<file path="config.mk">
export PLATFORM = sky130hd
export DESIGN_NAME = swap_regfile
export DESIGN_NICKNAME = d
export VERILOG_FILES = /design/src/rtl/swap_regfile.sv
export SDC_FILE = /design/constraint.sdc
export NUM_CORES = 1
export LEC_CHECK = 0
export BUFFER_PORTS_ARGS = -buffer_cell sky130_fd_sc_hd__clkbuf_2
export CORE_UTILIZATION = 55
export CTS_BUF_LIST = sky130_fd_sc_hd__clkbuf_8 sky130_fd_sc_hd__clkbuf_16
export DETAILED_ROUTE_END_ITERATION = 10
export PLACE_DENSITY = 0.82
export SLEW_MARGIN = 20
export SYNTH_ARGS = -nofsm -noshare
export SYNTH_HDL_FRONTEND = slang
export SYNTH_SLANG_ARGS = --single-unit
</file>
<file path="constraint.sdc">
create_clock -name clk -period 3.1 [get_ports clk]
set_clock_uncertainty 0.15 [all_clocks]
set_input_delay 0.62 -clock clk [delete_from_list [all_inputs] [get_ports clk]]
set_output_delay 0.62 -clock clk [all_outputs]
set_load 0.005 [all_outputs]
</file>
<file path="src/rtl/swap_regfile.sv">
// Multi-channel register-swap engine: NCH registers of WIDTH bits with LOAD,
// single-cycle direct swap and three-step XOR swap, one command at a time.
module swap_regfile #(
  parameter int WIDTH = 8,
  parameter int NCH   = 4,
  parameter int IDXW  = 2
) (
  input  logic                 clk,
  input  logic                 rst_n,
  input  logic                 cmd_valid,
  output logic                 cmd_ready,
  input  logic [1:0]           cmd_op,
  input  logic [IDXW-1:0]      cmd_idx_a,
  input  logic [IDXW-1:0]      cmd_idx_b,
  input  logic [WIDTH-1:0]     cmd_data,
  output logic [NCH*WIDTH-1:0] regs_flat,
  output logic                 done,
  output logic                 err
);

  localparam logic [1:0] OP_NOP  = 2'b00;
  localparam logic [1:0] OP_LOAD = 2'b01;
  localparam logic [1:0] OP_SWAP = 2'b10;
  localparam logic [1:0] OP_XOR  = 2'b11;

  typedef enum logic [1:0] {IDLE, X1, X2, X3} state_t;

  state_t           state_reg, state_next;
  logic [IDXW-1:0]  a_reg, a_next;
  logic [IDXW-1:0]  b_reg, b_next;
  logic             same_reg, same_next;
  logic             done_reg, done_next;
  logic             err_reg, err_next;
  logic [WIDTH-1:0] regs_reg [NCH];

  logic             accept;
  logic             a_ok, b_ok;
  logic [IDXW-1:0]  sel_a, sel_b;
  logic [WIDTH-1:0] rd_a, rd_b;
  logic             wr_a_en, wr_b_en;
  logic [WIDTH-1:0] wr_a_val, wr_b_val;

  assign cmd_ready = (state_reg == IDLE);
  assign accept    = cmd_valid && cmd_ready;
  assign a_ok      = int'(cmd_idx_a) < NCH;
  assign b_ok      = int'(cmd_idx_b) < NCH;
  assign done      = done_reg;
  assign err       = err_reg;

  // In IDLE the live command indices address the file; during X1..X3 the captured ones do.
  assign sel_a = cmd_ready ? cmd_idx_a : a_reg;
  assign sel_b = cmd_ready ? cmd_idx_b : b_reg;

  always_comb begin
    rd_a = '0;
    rd_b = '0;
    for (int i = 0; i < NCH; i++) begin
      if (sel_a == IDXW'(i)) rd_a = regs_reg[i];
      if (sel_b == IDXW'(i)) rd_b = regs_reg[i];
    end
  end

  always_comb begin
    state_next = state_reg;
    a_next     = a_reg;
    b_next     = b_reg;
    same_next  = same_reg;
    done_next  = 1'b0;
    err_next   = 1'b0;
    wr_a_en    = 1'b0;
    wr_b_en    = 1'b0;
    wr_a_val   = rd_a ^ rd_b;
    wr_b_val   = rd_a ^ rd_b;
    case (state_reg)
      IDLE: begin
        if (accept) begin
          case (cmd_op)
            OP_LOAD: begin
              if (a_ok) begin
                wr_a_en   = 1'b1;
                wr_a_val  = cmd_data;
                done_next = 1'b1;
              end else begin
                err_next = 1'b1;
              end
            end
            OP_SWAP: begin
              if (a_ok && b_ok) begin
                done_next = 1'b1;
                if (cmd_idx_a != cmd_idx_b) begin
                  wr_a_en  = 1'b1;
                  wr_b_en  = 1'b1;
                  wr_a_val = rd_b;
                  wr_b_val = rd_a;
                end
              end else begin
                err_next = 1'b1;
              end
            end
            OP_XOR: begin
              if (a_ok && b_ok) begin
                a_next     = cmd_idx_a;
                b_next     = cmd_idx_b;
                same_next  = (cmd_idx_a == cmd_idx_b);
                state_next = X1;
              end else begin
                err_next = 1'b1;
              end
            end
            default: ;
          endcase
        end
      end
      // a == b still walks the three steps but writes nothing, so the value survives.
      X1: begin
        wr_a_en    = !same_reg;
        state_next = X2;
      end
      X2: begin
        wr_b_en    = !same_reg;
        state_next = X3;
      end
      X3: begin
        wr_a_en    = !same_reg;
        done_next  = 1'b1;
        state_next = IDLE;
      end
      default: state_next = IDLE;
    endcase
  end

  always_ff @(posedge clk or negedge rst_n) begin
    if (!rst_n) begin
      state_reg <= IDLE;
      a_reg     <= '0;
      b_reg     <= '0;
      same_reg  <= 1'b0;
      done_reg  <= 1'b0;
      err_reg   <= 1'b0;
    end else begin
      state_reg <= state_next;
      a_reg     <= a_next;
      b_reg     <= b_next;
      same_reg  <= same_next;
      done_reg  <= done_next;
      err_reg   <= err_next;
    end
  end

  always_ff @(posedge clk or negedge rst_n) begin
    if (!rst_n) begin
      for (int i = 0; i < NCH; i++) regs_reg[i] <= '0;
    end else begin
      for (int i = 0; i < NCH; i++) begin
        if (wr_a_en && sel_a == IDXW'(i))      regs_reg[i] <= wr_a_val;
        else if (wr_b_en && sel_b == IDXW'(i)) regs_reg[i] <= wr_b_val;
      end
    end
  end

  genvar gi;
  generate
    for (gi = 0; gi < NCH; gi++) begin : g_flat
      assign regs_flat[gi*WIDTH +: WIDTH] = regs_reg[gi];
    end
  endgenerate

endmodule

</file>
==> impl_metrics.yaml <==
critical_path:
  worstPathRequired_ns: 3.19
  path_class: "reg2reg"
  startpoint_type: "register"
  r2r_setup_slack_ns: 0.13
  cp-startpoint: "state_reg[0]"
  cp_max_fo: 14
  end_kind: "register"
  rr_startpoint: "state_reg[0]"
  critPathArrivalTime_ns: 3.07
detailed_routing:
  ant_nets: 0
  routed_via_density: 6.77
  drt_wl_total_um: 10200
  first_pass_iters: 5
  drt-wirelength-per-cell_um: 20.5
  via_count: 3384
  drc_errors: 0
  drt_iter0_markers: 345
pwr:
  p_leak_nw: 1.75
  peakVddDrop_mv: 0.660
  p_per_area_nw_per_um2: 1310
sta:
  setup_tns_ns: 0
  holdWs_ns: 0.304
  max_freq_ghz: 0.336
  layout_min_cycle_time_ns: 2.97
  setup_ws_ns: 0.126
  rsz0062_at_grt: "no"
  slew_headroom: 0.340
  hold_viol_final: 0
  finalSetupViolations: 0
  tightest_slew_ns: 0.989
  slew_viol_final: 0
  period_share: 0.959
synthesis:
  synth_edf_count: 0
  synth_seq_cells: 40
  synth_area_leaders: "dfrtp_1 30%, mux2i_1 13%, o21ai_0 4.0%"
  synth.most_common_cell: "mux2i_1"
  synthCells: 359
  yosysWarnings: 0
  yosys.area.top_type: "dfrtp_1"
  synthTopCellsByCount: "44 x mux2i_1, 40 x dfrtp_1, 32 x nand2_1"
  synth_top_area_frac: 0.300
  syn-cell-area_um2: 3340
  yosysSeqAreaShare: 0.300
  synth_cell_types: 57
  synth_ff_type: "dfrtp_1"
  syn-num-nets: 383
  ys_async_sr_fraction: 1.00
  synth_area_per_cell_um2: 9.30
placement:
  place_area_um2: 3770
  placed_cells: 491
  place_hpwl_um: 7140
  place_ws_ns: 0.113
  gp_congestion: 0.954
  port_buffers: 50
floorplanning:
  rows: 28
  die_y_um: 79.9
  die-area_um2: 6380
  core_um2: 5890
  start_util: 0.567
  io_pins: 52
  die_w_um: 79.9
cells_and_area:
  stdcell_area_um2: 3900
  drive_above_1_share: 0.285
  finalNonFillerCells: 500
  layout-area-overhead-vs-synth_pct: 16.9
  largest_reg_flops: 32
  diodes: 0
  fin_nets: 448
run_status:
  outcome: "completed"
clocking:
  cts_buffer_depth: 2
  hold_buffers: 0
  cts_tree: "done"
  numCtsBuffers: 5
  root_buffer: "clkbuf_8"
  numClockSinks: 40
  insertion_delay_ns: 0.32
  clk_pin_slew_ns: 0.10
  h-tree-depth: 2
global_route:
  grt_usage: 0.339
  antenna_found_initial: 0
  grt_pass1_wl_um: 16200
  grt_max_degree: 41
  grt_overflow: 0
  grt_pass1_vias: 3255
min_path:
  min_path_type: "in2async"
job:
  cap_violations: 0
## logic make-up after synthesis
family | share of synthesized area
buf+inv | 0.0465
fa+ha+maj | 0.0262
compound gates | 0.285
mux | 0.181
xor+xnor | 0.0131
simple gates | 0.147
flops | 0.300
other cells | 0.00112
## cell type report
cell class / instances / area, um2
Clock buffer: 5 / 68.8
Clock inverter: 3 / 42.5
Fill cell: 508 / 1980
Inverter: 9 / 33.8
Multi-Input combinational cell: 293 / 2210
Sequential cell: 40 / 1000
Tap cell: 75 / 93.8
Timing Repair Buffer: 75 / 458
## metal layers
layer	wire length, um	up-vias	GRT usage
met4	372	0	0.179
met1	4010	1614	0.431
met3	1090	47	0.0629
met2	4760	237	0.544
met5	0	-	0
li1	-	1486	-
## placed cells by master, fill, tap and decap left out, types with 3 or more instances in the layout
cell type / count
nand3_1: 23
a22oi_1: 9
buf_4: 22
and2_1: 6
a31o_1: 5
mux2i_1: 42
mux2i_4: 3
a31o_2: 5
or2_1: 4
xnor2_1: 4
nor2_1: 22
o21ai_1: 3
dfrtp_1: 40
o21a_1: 15
ha_1: 7
clkbuf_2: 49
mux2i_2: 4
mux2_2: 4
a21oi_1: 14
o21ai_0: 27
inv_1: 9
o221ai_1: 13
a211oi_2: 3
nand2_1: 32
nor3b_1: 3
o2bb2ai_1: 5
clkbuf_8: 5
## through the flow
stage / power, mW / utilization
floorplan: 3.59 / -
global placement: 4.40 / 0.640
detailed placement: 4.54 / 0.640
CTS: 4.99 / 0.659
global route: 5.46 / 0.663
finish: 5.12 / 0.663
## critical path, stage by stage (launching register included)
cell and delay (ns):
dfrtp_1 0.43, inv_1 0.13, ha_1 0.18, buf_6 0.20, mux2i_4 0.55, buf_4 0.24, nor3_2 0.06, a21boi_2 0.21
nor2_2 0.43, o2bb2ai_1 0.18, a31o_2 0.13
## power by group
part / total, mW / switching [mW] / internal [mW]
combinational: 3.61 / 2.00 / 1.61
clock: 0.451 / 0.213 / 0.239
sequential: 1.06 / 0.272 / 0.785
total: 5.12 / 2.49 / 2.63
## worst paths after layout
| check | endpoint | depth (start not counted) |
|---|---|---|
| min reg2reg | b_reg[0] | 1 |
| max reg2reg | regs_flat[31] | 10 |
| max | regs_flat[31] | 10 |
| max in group asynchronous | regs_flat[11] | 1 |
| min in group clk | b_reg[0] | 1 |
| min | a_reg[1] | 1 |
## timing repair
action                                  CTS  global route
setup buffers                             0             1
endpoints found under the setup margin    0            17
gates resized for setup                   0             5
No activity file was read; power rests on OpenSTA's default activity.
